### config.mk
export PLATFORM = sky130hd
export DESIGN_NAME = axis_sha3_stream_arbiter_flat
export DESIGN_NICKNAME = d
export VERILOG_FILES = /design/src/rtl/axis_sha3_stream_arbiter_if.sv /design/src/rtl/axis_sha3_stream_arbiter.sv /design/src/flat_wrapper.sv
export SDC_FILE = /design/constraint.sdc
export NUM_CORES = 1
export LEC_CHECK = 0
export CELL_PAD_IN_SITES_DETAIL_PLACEMENT = 1
export CELL_PAD_IN_SITES_GLOBAL_PLACEMENT = 2
export CORE_ASPECT_RATIO = 1.5
export CORE_MARGIN = 5
export CORE_UTILIZATION = 19
export DETAILED_ROUTE_END_ITERATION = 10
export MAX_ROUTING_LAYER = met4
export PLACE_DENSITY = 0.78
export SYNTH_ARGS = -nofsm -noshare
export SYNTH_HDL_FRONTEND = slang
export SYNTH_SLANG_ARGS = --single-unit
### constraint.sdc
create_clock -name ACLK -period 2.3 [get_ports ACLK]
set_input_delay 0.575 -clock ACLK [delete_from_list [all_inputs] [get_ports ACLK]]
set_output_delay 0.575 -clock ACLK [all_outputs]
set_load 0.01 [all_outputs]
### src/rtl/axis_sha3_stream_arbiter_if.sv
// AXI-Stream bundle around the SHA3 input arbiter.
//  s_* : N_SRC requester lanes, packed side by side (lane i at [i*W +: W])
//  m_* : single stream toward the SHA3 receiver/core
// Modports:
//  slave  : arbiter view (consumes s_*, m_tready; produces s_tready, m_*)
//  master : environment view (requesters plus downstream sink)
interface axis_sha3_stream_arbiter_if #(
  parameter int N_SRC      = 4,
  parameter int DATA_WIDTH = 16,
  parameter int DEST_WIDTH = 8,
  parameter int USER_WIDTH = 2
);
  logic [N_SRC*DATA_WIDTH-1:0] s_tdata;
  logic [N_SRC-1:0]            s_tvalid;
  logic [N_SRC-1:0]            s_tlast;
  logic [N_SRC-1:0]            s_tid;
  logic [N_SRC*USER_WIDTH-1:0] s_tuser;
  logic [N_SRC*DEST_WIDTH-1:0] s_tdest;
  logic [N_SRC-1:0]            s_tready;

  logic [DATA_WIDTH-1:0]       m_tdata;
  logic                        m_tvalid;
  logic                        m_tlast;
  logic                        m_tid;
  logic [USER_WIDTH-1:0]       m_tuser;
  logic [DEST_WIDTH-1:0]       m_tdest;
  logic                        m_tready;

  modport slave (
    input  s_tdata, s_tvalid, s_tlast, s_tid, s_tuser, s_tdest, m_tready,
    output s_tready, m_tdata, m_tvalid, m_tlast, m_tid, m_tuser, m_tdest
  );

  modport master (
    output s_tdata, s_tvalid, s_tlast, s_tid, s_tuser, s_tdest, m_tready,
    input  s_tready, m_tdata, m_tvalid, m_tlast, m_tid, m_tuser, m_tdest
  );
endinterface

### src/rtl/axis_sha3_stream_arbiter.sv
// Packet-granular round-robin arbiter sharing the SHA3 core's single
// AXI-Stream input among N_SRC requesters. A granted source owns the
// master port until its TLAST beat handshakes. TUSER (SHA type) and TDEST
// are latched at grant time and held for the whole packet.
// Ports:
//  ACLK       clock
//  ARESETn    synchronous active-low reset
//  axis       stream bundle (slave modport): s_* requester lanes, m_* output
//  grant      one-hot current owner, 0 when idle
//  busy       1 while a packet is in progress
//  pkt_beats  beats accepted in the current/last packet (saturating)
module axis_sha3_stream_arbiter #(
  parameter int N_SRC      = 4,
  parameter int DATA_WIDTH = 16,
  parameter int DEST_WIDTH = 8,
  parameter int USER_WIDTH = 2,
  parameter int CNT_WIDTH  = 16
) (
  input  logic                          ACLK,
  input  logic                          ARESETn,
  axis_sha3_stream_arbiter_if.slave     axis,
  output logic [N_SRC-1:0]              grant,
  output logic                          busy,
  output logic [CNT_WIDTH-1:0]          pkt_beats
);

  localparam int PTR_W = (N_SRC > 1) ? $clog2(N_SRC) : 1;

  typedef enum logic {IDLE, BUSY} state_t;

  state_t           state;
  logic [PTR_W-1:0] ptr;       // last served port; scan starts at ptr+1
  logic [PTR_W-1:0] gidx;      // binary index of the granted port
  logic [PTR_W-1:0] win_idx;
  logic             win_found;
  logic             hs;
  logic             g_last;

  // Round-robin pick: first valid requester after ptr, wrapping modulo N_SRC.
  always_comb begin
    logic [PTR_W-1:0] cand;
    win_found = 1'b0;
    win_idx   = '0;
    cand      = '0;
    for (int unsigned k = 1; k <= N_SRC; k++) begin
      cand = PTR_W'((32'(ptr) + k) % 32'(N_SRC));
      if (!win_found && axis.s_tvalid[cand]) begin
        win_found = 1'b1;
        win_idx   = cand;
      end
    end
  end

  // Zero-latency pass-through of the granted lane; nothing moves while idle.
  always_comb begin
    axis.s_tready = '0;
    axis.m_tdata  = '0;
    axis.m_tvalid = 1'b0;
    axis.m_tlast  = 1'b0;
    axis.m_tid    = 1'b0;
    if (state == BUSY) begin
      axis.m_tdata        = axis.s_tdata[gidx*DATA_WIDTH +: DATA_WIDTH];
      axis.m_tvalid       = axis.s_tvalid[gidx];
      axis.m_tlast        = axis.s_tlast[gidx];
      axis.m_tid          = axis.s_tid[gidx];
      axis.s_tready[gidx] = axis.m_tready;
    end
  end

  assign g_last = axis.s_tlast[gidx];
  assign hs     = (state == BUSY) && axis.s_tvalid[gidx] && axis.m_tready;

  always_ff @(posedge ACLK) begin
    if (!ARESETn) begin
      state        <= IDLE;
      grant        <= '0;
      busy         <= 1'b0;
      pkt_beats    <= '0;
      ptr          <= PTR_W'(N_SRC - 1);
      gidx         <= '0;
      axis.m_tuser <= '0;
      axis.m_tdest <= '0;
    end else begin
      case (state)
        IDLE: begin
          if (win_found) begin
            grant        <= {{(N_SRC-1){1'b0}}, 1'b1} << win_idx;
            gidx         <= win_idx;
            axis.m_tuser <= axis.s_tuser[win_idx*USER_WIDTH +: USER_WIDTH];
            axis.m_tdest <= axis.s_tdest[win_idx*DEST_WIDTH +: DEST_WIDTH];
            pkt_beats    <= '0;
            busy         <= 1'b1;
            state        <= BUSY;
          end
        end
        BUSY: begin
          if (hs) begin
            if (pkt_beats != '1) begin
              pkt_beats <= pkt_beats + 1'b1;
            end
            if (g_last) begin
              ptr   <= gidx;
              grant <= '0;
              busy  <= 1'b0;
              state <= IDLE;
            end
          end
        end
        default: state <= IDLE;
      endcase
    end
  end

endmodule

### src/flat_wrapper.sv
// flat-port wrapper written by rule: the top's interface ports become plain ports
module axis_sha3_stream_arbiter_flat 
#(
  parameter int N_SRC      = 4,
  parameter int DATA_WIDTH = 16,
  parameter int DEST_WIDTH = 8,
  parameter int USER_WIDTH = 2,
  parameter int CNT_WIDTH  = 16
)
  (ACLK, ARESETn, grant, busy, pkt_beats, axis_s_tdata, axis_s_tvalid, axis_s_tlast, axis_s_tid, axis_s_tuser, axis_s_tdest, axis_m_tready, axis_s_tready, axis_m_tdata, axis_m_tvalid, axis_m_tlast, axis_m_tid, axis_m_tuser, axis_m_tdest);
  axis_sha3_stream_arbiter_if #(.N_SRC(N_SRC), .DATA_WIDTH(DATA_WIDTH), .DEST_WIDTH(DEST_WIDTH), .USER_WIDTH(USER_WIDTH)) axis_i ();
  input  logic ACLK;
  input  logic ARESETn;
  output logic [N_SRC-1:0] grant;
  output logic busy;
  output logic [CNT_WIDTH-1:0] pkt_beats;
  input wire logic [$bits(axis_i.s_tdata)-1:0] axis_s_tdata;
  input wire logic [$bits(axis_i.s_tvalid)-1:0] axis_s_tvalid;
  input wire logic [$bits(axis_i.s_tlast)-1:0] axis_s_tlast;
  input wire logic [$bits(axis_i.s_tid)-1:0] axis_s_tid;
  input wire logic [$bits(axis_i.s_tuser)-1:0] axis_s_tuser;
  input wire logic [$bits(axis_i.s_tdest)-1:0] axis_s_tdest;
  input wire logic [$bits(axis_i.m_tready)-1:0] axis_m_tready;
  output wire logic [$bits(axis_i.s_tready)-1:0] axis_s_tready;
  output wire logic [$bits(axis_i.m_tdata)-1:0] axis_m_tdata;
  output wire logic [$bits(axis_i.m_tvalid)-1:0] axis_m_tvalid;
  output wire logic [$bits(axis_i.m_tlast)-1:0] axis_m_tlast;
  output wire logic [$bits(axis_i.m_tid)-1:0] axis_m_tid;
  output wire logic [$bits(axis_i.m_tuser)-1:0] axis_m_tuser;
  output wire logic [$bits(axis_i.m_tdest)-1:0] axis_m_tdest;
  assign axis_i.s_tdata = axis_s_tdata;
  assign axis_i.s_tvalid = axis_s_tvalid;
  assign axis_i.s_tlast = axis_s_tlast;
  assign axis_i.s_tid = axis_s_tid;
  assign axis_i.s_tuser = axis_s_tuser;
  assign axis_i.s_tdest = axis_s_tdest;
  assign axis_i.m_tready = axis_m_tready;
  assign axis_s_tready = axis_i.s_tready;
  assign axis_m_tdata = axis_i.m_tdata;
  assign axis_m_tvalid = axis_i.m_tvalid;
  assign axis_m_tlast = axis_i.m_tlast;
  assign axis_m_tid = axis_i.m_tid;
  assign axis_m_tuser = axis_i.m_tuser;
  assign axis_m_tdest = axis_i.m_tdest;
  axis_sha3_stream_arbiter #(.N_SRC(N_SRC), .DATA_WIDTH(DATA_WIDTH), .DEST_WIDTH(DEST_WIDTH), .USER_WIDTH(USER_WIDTH), .CNT_WIDTH(CNT_WIDTH)) u_core (.ACLK(ACLK), .ARESETn(ARESETn), .axis(axis_i), .grant(grant), .busy(busy), .pkt_beats(pkt_beats));
endmodule
# ---- Word level (Yosys, flattened, before mapping)
# Index checks and enable logic that the tools add are counted.
dict set report word_totals {
  input_bits 119
  wordCells 88
  ff_bits 36
}
dict set report classes {
  eq_ne 5
  reduce_logical 13
  n_mux 45
  n_addsub 5
  n_bitwise 2
  shifts 4
  order_cmp 6
}
# cell count
set ops {}
lappend ops {{$mux W16} 4}
lappend ops {{$shiftx A64 B7 Y16} 1}
lappend ops {{$pmux W16 S2} 1}
lappend ops {{$shiftx A32 B6 Y8} 1}
lappend ops {{$mux W1} 21}
lappend ops {{$add A16 B1 Y16 const B} 1}
lappend ops {{$mux W4} 4}
lappend ops {{$ne A16 B16 Y1 const B} 1}
lappend ops {{$lt A2 B3 Y1 const B} 5}
lappend ops {{$bmux W1 S2} 7}
lappend ops {{$reduce_and A3 Y1} 3}
lappend ops {{$mux W2} 4}
lappend ops {{$pmux W4 S2} 1}
lappend ops {{$shiftx A8 B4 Y2} 1}
lappend ops {{$logic_and A1 B1 Y1} 6}
lappend ops {{$ne A2 B2 Y1 const B} 3}
lappend ops {{$add A2 B1 Y2 const B} 2}
lappend ops {{$add A2 B2 Y2 const B} 2}
lappend ops {{$and A4 B4 Y4} 1}
lappend ops {{$pmux W1 S2} 2}
lappend ops {{$shl A1 B2 Y4 const A} 1}
lappend ops {{$logic_not A1 Y1} 3}
lappend ops {{$demux W1 S2} 1}
lappend ops {{$ge A2 B1 Y1 const B} 1}
lappend ops {{other kinds (3)} 3}

# ---- Logic depth before layout (Yosys ltp)
# Gate-level depths: netlist (run 1).
dict set report logic_depth {
  ltp_word 16
  ltp_mapped 7
}

# ---- Worst setup path after synthesis (run 1)
# No wires, ideal clock.
dict set report synth_path {
  path_type {reg-to-output}
  startpoint {register u_core.gidx[0]}
  endpoint {output axis_m_tdata[0]}
  required_time_ns 1.725
  path_buffers 2
  stages_incl_launch_ff 5
  arrival_time_ns 1.426
  path_slack_ns 0.299
  path_cell_list {dfxtp_1 > buf_4 > buf_2 > mux4_2 > and2_1}
}
dict set report synth_between {
  elab_chain_len 2
}
# element line
set synth_rtl {}
lappend synth_rtl {{start, declared} axis_sha3_stream_arbiter.sv:33} ;# logic [PTR_W-1:0] gidx;
lappend synth_rtl {{start signal, assigned} axis_sha3_stream_arbiter.sv:88} ;# gidx <= win_idx;
lappend synth_rtl {{$shiftx A64 B7 Y16} axis_sha3_stream_arbiter.sv:62} ;# axis.m_tdata = axis.s_tdata[gidx*DATA_WIDTH +: DATA_WIDTH];
lappend synth_rtl {{$mux W16} axis_sha3_stream_arbiter.sv:61} ;# if (state == BUSY) begin
lappend synth_rtl {{end, declared} flat_wrapper.sv:25} ;# output wire logic [$bits(axis_i.m_tdata)-1:0] axis_m_tdata;
# No other way between the ends.

# ---- Worst setup path after layout (run 1)
dict set report layout_path {
  startpoint {input axis_s_tid[1]}
  endpoint {output axis_m_tid}
}
dict set report layout_between {
  elab_chain_len 3
}
# element line
set layout_rtl {}
lappend layout_rtl {{start, declared} flat_wrapper.sv:20} ;# input wire logic [$bits(axis_i.s_tid)-1:0] axis_s_tid;
lappend layout_rtl {{$bmux W1 S2} axis_sha3_stream_arbiter.sv:65} ;# axis.m_tid = axis.s_tid[gidx];
lappend layout_rtl {{$mux W1 (implied by the code)} axis_sha3_stream_arbiter.sv:65}
lappend layout_rtl {{$mux W1} axis_sha3_stream_arbiter.sv:61}
lappend layout_rtl {{end, declared} flat_wrapper.sv:28} ;# output wire logic [$bits(axis_i.m_tid)-1:0] axis_m_tid;
# No other way between the ends. The select of a mux whose other input is x is not followed.

==> results of run 1 <==
worst register-to-register path: stages, from the launching register on:
cell	delay, ns
dfxtp_4	0.40
buf_16	0.16
mux4_2	0.53
buf_4	0.15
buf_4	0.12
nand2b_1	0.11
buf_12	0.14
mux2i_1	0.19
nand2_1	0.07
worst max-delay path by stage:
stage / to / start / slack (ns) / cells after the start
3_5_place_dp: axis_m_tdata[1] / axis_s_tdata[33] / -0.44 / 4
5_1_grt: axis_m_tdata[6] / axis_s_tdata[54] / -0.004 / 4
2_1_floorplan: axis_m_tdata[0] / u_core.gidx[0]$_SDFFE_PN0P_ / 0.30 / 4
3_3_place_gp: axis_m_tdata[11] / axis_s_tdata[11] / -0.40 / 4
6_report: axis_m_tid / axis_s_tid[1] / 0.01 / 4
4_1_cts: axis_m_tdata[1] / axis_s_tdata[17] / -0.004 / 4
layout by cell type (no fill, tap or decap), types with 3 or more instances in the layout:
cell type,n
a211oi_1,4
a21boi_0,5
and2_1,6
and2_4,13
and3_1,3
buf_12,5
buf_2,6
buf_4,40
buf_6,13
clkbuf_16,5
clkdlybuf4s50_1,95
dfxtp_1,35
dlygate4sd2_1,22
dlymetal6s2s_1,36
inv_1,3
mux2i_1,20
mux4_2,18
nand2_1,12
nand2b_1,8
nand3_1,25
nand4_1,3
nor2_1,23
nor3_1,4
nor3b_1,3
nor4_2,5
o211ai_1,3
o221ai_1,8
xnor2_1,12
power breakdown:
part	switching [mW]	leakage, nW	internal [mW]
clock network	0.260	0.0712	0.432
registers	0.0269	0.294	0.659
logic	0.295	1.88	0.507
total	0.582	2.25	1.60
sequential cells by signal, summed over array words and instances (netlist names):
signal	flops
u_core.axis.m_tdest	8
u_core.axis.m_tuser	2
u_core.busy	1
u_core.gidx	2
u_core.grant	4
u_core.pkt_beats	16
u_core.ptr	2
u_core.state	1
layout make-up:
type	instances	area, µm²	area share, %
repair buffers	218	2200	43.3
multi-input cells	209	1800	35.4
flip-flops and latches	36	724	14.3
well taps	162	203	3.99
clock buffers	8	146	2.88
inverters	3	11.3	0.222
layer usage:
metal  vias up  routed length (µm)  GRT usage (%)  part of all wire [%]
met2       122                6350           26.5                    56
met1      1444                4020           13.8                    36
met5         -                   0              -                     0
met4         0                 235           4.63                   2.1
met3        12                 657           2.92                   5.8
li1       1409                   -              -                     -
synthesized netlist by cell type (4+ instances only):
library cell	number
and2_1	19
buf_2	5
nor4_2	4
a211oi_1	4
a21boi_0	5
xnor2_1	12
o221ai_1	8
mux4_2	18
nor2_1	23
nand2_1	12
nand2b_1	8
nor3_1	5
buf_4	4
clkbuf_1	7
nand3_1	25
mux2i_1	22
dfxtp_1	36
through the flow:
step	worst slack [ns]	std cells	util (%)
6_report	0.0124	636	37.9
5_1_grt	-0.00431	636	37.9
4_1_cts	-0.00397	636	37.0
3_5_place_dp	-0.437	624	35.7
3_3_place_gp	-0.403	624	35.7
2_1_floorplan	0.299	266	-
timing repair:
item,CTS,global route
pin swaps,10,1
setup endpoints to repair,30,18
setup buffers,3,0
gates resized for setup,120,49
gates cloned,1,0
cells by family after synthesis:
kind of cell | Yosys count | share of synthesized area [%]
AND/OR/NAND/NOR | 121 | 27.4
multiplexers | 41 | 24.7
flip-flops | 36 | 28.0
AO/OA/AOI/OAI | 34 | 10.9
buffers and inverters | 21 | 4.47
XOR/XNOR | 12 | 4.08
adder cells (fa/ha/maj) | 1 | 0.485
==> metrics.txt, run 1 <==
crit-path leading delay family buffers and inverters; routed length per placed instance 17.7 µm; CP Cell Sequence clkdlybuf4s50_1, mux4_2, and2_4, buf_6; layout cells sized above 1 25.5%; Setup-failing EPs final 0; P_leak 2.25 nW; critical path type in -> out; via count 2987; Mapped Nets 386; EDFF count, synth 0; Pre-Repair DR Iteration Count 4; Pwr Density 429 nW/µm²; min Tclk post-route 2.29 ns; final net count 593; Die X 105 µm; CTS H-tree depth 2; DR iter-0 viols 101; Root Buffer clkbuf_16; Crit-path slowest cell mux4_2; CP Max Fanout 1; Largest stage delay, worst path 0.45 ns; Crit Reg-Reg Startpoint u_core.gidx[0]$_SDFFE_PN0P_; CP Buf/Inv Count 2; routed vias/inst 4.70; clk buf depth 2; Final Power 2.18 mW; dpl cell area 4780 µm²; Worst VDD drop 0.326 mV; Synth Area per Inst 9.69 µm²; sum of net half-perimeters after detailed placement 9270 µm; DRT Wirelength 11300 µm; reg2reg setup slack 0.32 ns; clk sinks 36; area of the core 13400 µm²; # fillers 1532; post-route setup TNS 0 ns; FF-to-FF path depth 8; Final Cell Area 5080 µm²; CTS tree yes; GRT Total Usage 13.9%; vias in the first global route 3327; Async SR Flop Fraction 0%; post-synth top area share 28.0%; Core Rows 52; Antenna diodes 0; Slew HR 72.2%; number of routed nets with antenna violations 0; worst slew pin tran 0.416 ns; chip height 153 µm; Hold Crit Class reg -> reg; die area 16000 µm²; Hold EP u_core.grant[0]$_SDFFE_PN0P_; io pins 173; Yosys top cell by area dfxtp_1; Arr. time, crit path 1.71 ns; GR Overflow Total 0; global-route wire length before repair 17600 µm; Worst Setup Start Kind input pin; RD Place Congestion 0.741; final worst-path cycle share 99.5%; Setup crit end kind output pin; status finished, final reports clean; max_cap viols 0; Max Slew Vio Count 0; worst reg2reg endpoint u_core.ptr[1]$_SDFFE_PN1P_; main flop type after synthesis dfxtp_1; synthesis-stage register bit count 36; sequential-to-total area share from yosys stat 28.0%; Hold Crit Depth 2; largest net degree at the start of global routing 25; clk_lat worst skew 0.28 ns; post-synthesis cell count 266; DRC 0; Hold Startpoint u_core.grant[0]$_SDFFE_PN0P_; P&R area growth vs syn 97.2%; Starting Density 19.2%; fmax 0.437 GHz; initial antenna violation count 0; cell area after synthesis 2580 µm²; Synth warnings 0; Critical Path RT 1.73 ns; port bufs 172; clk slew on worst S/H paths 0.06 ns; Num CTS Buffers 5; Yosys cell types 48; hold_ws 0.483 ns; synth top area cells dfxtp_1 (28%), mux4_2 (16%), mux2i_1 (8.5%); hold_buf cts 0; final hold violation count 0; Max Clock Skew 0.00356 ns
No activity file was read; power rests on OpenSTA's default activity.
==> run 2, diff against run 1 <==
--- a/config.mk
+++ b/config.mk
@@ -10,8 +10,8 @@
 export CORE_ASPECT_RATIO = 1.5
 export CORE_MARGIN = 5
 export CORE_UTILIZATION = 19
+export CTS_CLUSTER_DIAMETER = 80
 export DETAILED_ROUTE_END_ITERATION = 10
-export MAX_ROUTING_LAYER = met4
 export PLACE_DENSITY = 0.78
 export SYNTH_ARGS = -nofsm -noshare
 export SYNTH_HDL_FRONTEND = slang
==> run 2 against run 1 <==
Worst setup slack stayed put. Sequential share of layout area stayed put. Core utilization stayed put. Cell count stayed put. Maximum frequency stayed put. Hold slack hardly changed. Routed wire length is 0.12% lower. Non-clock buffer count stayed put. Largest power group unchanged. Highest routed layer unchanged.
==> metrics.txt, run 2 (same netlist as run 1, synthesis figures left out) <==
port bufs 172; Arr. time, crit path 1.71 ns; most frequent cells in the layout clkdlybuf4s50_1 (95), buf_4 (40), dlymetal6s2s_1 (36); number of routed nets with antenna violations 0; Core Rows 52; clk slew on worst S/H paths 0.06 ns; Worst Setup Start Kind input pin; status finished, final reports clean; GRT Total Usage 13.5%; max layer used met4; met2 wire length 6340 µm; DRC 0; final worst-path cycle share 99.5%; area of the core 13400 µm²; largest net degree at the start of global routing 25; max reg flops 16; Antenna diodes 0; max_cap viols 0; dpl cell area 4780 µm²; clk sinks 36; DRT Wirelength 11200 µm; sum of net half-perimeters after detailed placement 9270 µm; RD Place Congestion 0.728; layout cells sized above 1 25.5%; metal3 WL 699 µm; Starting Density 19.2%; top flop regs u_core.pkt_beats x16, u_core.axis.m_tdest x8, u_core.grant x4; Max Slew Vio Count 0; min Tclk post-route 2.29 ns; Slew HR 72.6%; Critical Path RT 1.73 ns; die area 16000 µm²; clk buf depth 2; routed length per placed instance 17.7 µm; via count 2989; CTS H-tree depth 2; initial antenna violation count 0; vias in the first global route 3324; commonest non-fill, non-tap cell in the layout clkdlybuf4s50_1; Final Power 2.18 mW; setup ws final 0.0124 ns; CTS tree yes; Place WS -0.437 ns; worst slew pin tran 0.410 ns; Num CTS Buffers 5; P&R area growth vs syn 97.2%; CP Max Fanout 1; global-route wire length before repair 17600 µm; Hold Crit Class reg -> reg; DR iter-0 viols 100; final net count 593; Root Buffer clkbuf_16; M1 WL 3970 µm; P_leak 2.25 nW; chip height 153 µm; Max Clock Skew 0.00333 ns; Pwr Density 429 nW/µm²; Setup crit end kind output pin; critical path type in -> out; Final Cell Area 5080 µm²; Die X 105 µm; routed vias/inst 4.70; Setup-failing EPs final 0; GR Overflow Total 0; clk_lat worst skew 0.28 ns; fmax 0.437 GHz; Pre-Repair DR Iteration Count 4; Worst VDD drop 0.327 mV; largest reg by FF count u_core.pkt_beats; io pins 173; final hold violation count 0
-- run 2: cell counts in the layout (fill, tap and decap cells not counted) --
Identical to the previous run, type by type.
-- run 2: final cells by class --
type	instances	area (µm²)
Fill cell	1532	8320
Timing Repair Buffer	218	2200
Multi-Input combinational cell	209	1800
Sequential cell	36	724
Tap cell	162	203
Clock buffer	8	146
Inverter	3	11.3
-- run 2: worst paths after layout --
path	startpoint	end	slack [ns]	depth (start not counted)
setup reg to reg	u_core.gidx[0]$_SDFFE_PN0P_	u_core.ptr[1]$_SDFFE_PN1P_	0.32	8
hold / removal	u_core.grant[0]$_SDFFE_PN0P_	u_core.grant[0]$_SDFFE_PN0P_	0.48	2
setup / recovery	axis_s_tid[1]	axis_m_tid	0.01	4
hold reg to reg	u_core.grant[0]$_SDFFE_PN0P_	u_core.grant[0]$_SDFFE_PN0P_	0.48	2
-- run 2: metal layers --
metal | vias to the layer above | global-route usage (%)
li1 | 1410 | -
met1 | 1445 | 13.6
met2 | 122 | 26.5
met3 | 12 | 3.22
met4 | 0 | 4.63
met5 | - | 0
-- run 2: where the power goes --
group | total (mW) | internal [mW] | leakage, nW | switching, mW
Clock | 0.694 | 0.432 | 0.0712 | 0.262
Sequential | 0.686 | 0.659 | 0.294 | 0.0271
Combinational | 0.801 | 0.507 | 1.88 | 0.294
Total | 2.18 | 1.60 | 2.25 | 0.583
-- run 2: repair_timing --
action	CTS	global route
cloned	1	0
gates resized for setup	120	49
pin swaps	10	1
endpoints found under the setup margin	30	18
setup buffers	3	0
hold endpoints to repair	0	0
hold buffers	0	0
-- run 2: critical path, cell delays in order --
cell,delay (ns)
clkdlybuf4s50_1,0.40
mux4_2,0.45
and2_4,0.17
buf_6,0.11
-- run 2: metrics by stage --
step,std cells,utilization (%),hold WS (ns),TNS (ns)
after detailed placement,624,35.7,0.477,-15.23
after CTS,636,37.0,0.486,-0.00397
after global placement,624,35.7,0.463,-13.39
final,636,37.9,0.483,0
after floorplan,266,-,0.460,0
after global routing,636,37.9,0.510,-0.00478
==> run 3, diff against run 2 <==
--- a/config.mk
+++ b/config.mk
@@ -8,11 +8,10 @@
 export CELL_PAD_IN_SITES_DETAIL_PLACEMENT = 1
 export CELL_PAD_IN_SITES_GLOBAL_PLACEMENT = 2
 export CORE_ASPECT_RATIO = 1.5
-export CORE_MARGIN = 5
 export CORE_UTILIZATION = 19
 export CTS_CLUSTER_DIAMETER = 80
 export DETAILED_ROUTE_END_ITERATION = 10
-export PLACE_DENSITY = 0.78
+export PLACE_DENSITY = 0.85
 export SYNTH_ARGS = -nofsm -noshare
 export SYNTH_HDL_FRONTEND = slang
 export SYNTH_SLANG_ARGS = --single-unit
==> run 3 against run 2 <==
Routed wire length is 8.0% lower. Maximum frequency decreased by 0.23%. Sequential power about the same. Clock power down 4.6%. Sequential share of layout area increased by 0.085 points. Cell count decreased by 1.1%. Core utilization rose by 0.70 points. Clock skew up 0.0057 ns. Critical path depth unchanged.
==> metrics.txt, run 3 (same netlist as run 1, synthesis figures left out) <==
largest reg by FF count u_core.pkt_beats; Clock Power Share 30.8%; vias in the first global route 3198; GR Overflow Total 0; Pre-Repair DR Iteration Count 4; Switch Pwr 0.587 mW; global-route wire length before repair 16000 µm; Hold Crit Class reg -> reg; CTS H-tree depth 2; Hold Startpoint u_core.grant[1]$_SDFFE_PN0P_; commonest non-fill, non-tap cell in the layout clkdlybuf4s50_1; final net count 589; sw frac 27.3%; Slew HR 65.8%; DR iter-0 viols 52; initial antenna violation count 0; worst slew pin tran 0.509 ns; P_int 1.56 mW; status finished, final reports clean; RD Place Congestion 0.762; Flop pwr share 31.9%; hold_buf cts 0; P&R area growth vs syn 96.0%; Starting Density 19.7%; clk sinks 36; Largest stage delay, worst path 0.47 ns; Worst Setup Start Kind input pin; top flop regs u_core.pkt_beats x16, u_core.axis.m_tdest x8, u_core.grant x4; routed vias/inst 4.68; fmax 0.436 GHz; post-route setup TNS 0 ns; clk buf depth 2; via count 2946; Placed Cells 617; CP Buf/Inv Count 2; Setup crit end kind output pin; # fillers 1494; die area 14000 µm²; CP Max Fanout 1; final hold violation count 0; layout cells sized above 1 26.0%; FF-to-FF path depth 9; critical path type in -> out; routed length per placed instance 16.4 µm; Num CTS Buffers 5; Core Rows 51; Hold EP u_core.grant[1]$_SDFFE_PN0P_; final worst-path cycle share 99.7%; crit-path leading delay family buffers and inverters; io pins 173; Hold Crit Depth 2; reg2reg setup slack 0.11 ns; DRT Wirelength 10300 µm; Root Buffer clkbuf_16; CP Cell Sequence clkdlybuf4s50_1, mux4_2, and2_4, buf_2; GRT Total Usage 14.2%; clk slew on worst S/H paths 0.06 ns; min Tclk post-route 2.29 ns; max reg flops 16; largest net degree at the start of global routing 19; Max Slew Vio Count 0; Critical Path RT 1.73 ns; worst reg2reg endpoint u_core.pkt_beats[14]$_SDFFE_PN0P_; area of the core 13100 µm²; sum of net half-perimeters after detailed placement 8400 µm; P_leak 2.21 nW; Final Power 2.15 mW; Pwr Density 426 nW/µm²; chip height 145 µm; Setup-failing EPs final 0; DRC 0; Crit. Startpoint axis_s_tdata[35]; logic gate share of total power 37.3%; Place WS -0.411 ns; most frequent cells in the layout clkdlybuf4s50_1 (93), buf_4 (37), dfxtp_1 (35); Crit Reg-Reg Startpoint u_core.gidx[0]$_SDFFE_PN0P_; max_cap viols 0; fin cells 629; Reg area 724 µm²; Die X 97.1 µm; clk_lat worst skew 0.28 ns; number of routed nets with antenna violations 0; setup ws final 0.00711 ns; area taken by multi-input logic gates 1830 µm²; Max Clock Skew 0.00904 ns; Crit-path slowest cell mux4_2; CTS tree yes; Worst VDD drop 0.276 mV; port bufs 172; Arr. time, crit path 1.72 ns
run 3: how the worst max path moves through the flow:
stage          cells past startpoint  slack (ns)               to
2_1_floorplan                      4        0.30  axis_m_tdata[0]
3_3_place_gp                       4       -0.41       axis_m_tid
3_5_place_dp                       4       -0.41       axis_m_tid
4_1_cts                            4       0.001  axis_m_tdata[1]
5_1_grt                            4      -0.007  axis_m_tdata[6]
6_report                           4       0.007  axis_m_tdata[3]
run 3: cell type report:
type	instances	share of cell area, %
Clock inverter	2	0.248
Clock buffer	5	2.48
Inverter	3	0.223
Tap cell	159	3.94
Multi-Input combinational cell	209	36.2
Sequential cell	36	14.3
Antenna cell	1	0.0495
Timing Repair Buffer	214	42.5
run 3: metal layers:
metal / wire length (µm) / share of wire, % / up-vias / global-route usage (%)
met5: 0 / 0 / - / 0
met4: 92 / 0.89 / 0 / 3.61
met3: 678 / 6.6 / 6 / 3.53
met2: 5790 / 56 / 122 / 28.6
met1: 3780 / 37 / 1413 / 14.4
li1: - / - / 1405 / -
run 3: tightest hold or removal path: stages, from the launching register on:
cell and delay [ns]:
dfxtp_1 0.31, nand3_1 0.06, a21boi_1 0.06
run 3: power by group through the flow:
stage,Combinational [mW],Clock [mW],Sequential [mW]
after floorplan,0.307,0,0.704
after global placement,0.767,0,0.696
after detailed placement,0.785,0,0.697
after CTS,0.773,0.686,0.684
after global routing,0.861,0.706,0.690
final,0.803,0.662,0.685
run 3: metrics by stage:
stage / area, µm² / hold WS, ns / util [%]
floorplan: 2580 / 0.460 / -
global placement: 4740 / 0.462 / 36.2
detailed placement: 4740 / 0.470 / 36.2
CTS: 4830 / 0.482 / 36.9
global route: 5050 / 0.504 / 38.6
finish: 5050 / 0.476 / 38.6
run 3: repair_timing:
action | in CTS | in global routing
pin swaps | 10 | 1
endpoints found under the setup margin | 23 | 39
gates cloned | 0 | 1
setup buffers | 2 | 1
resized for setup | 115 | 59
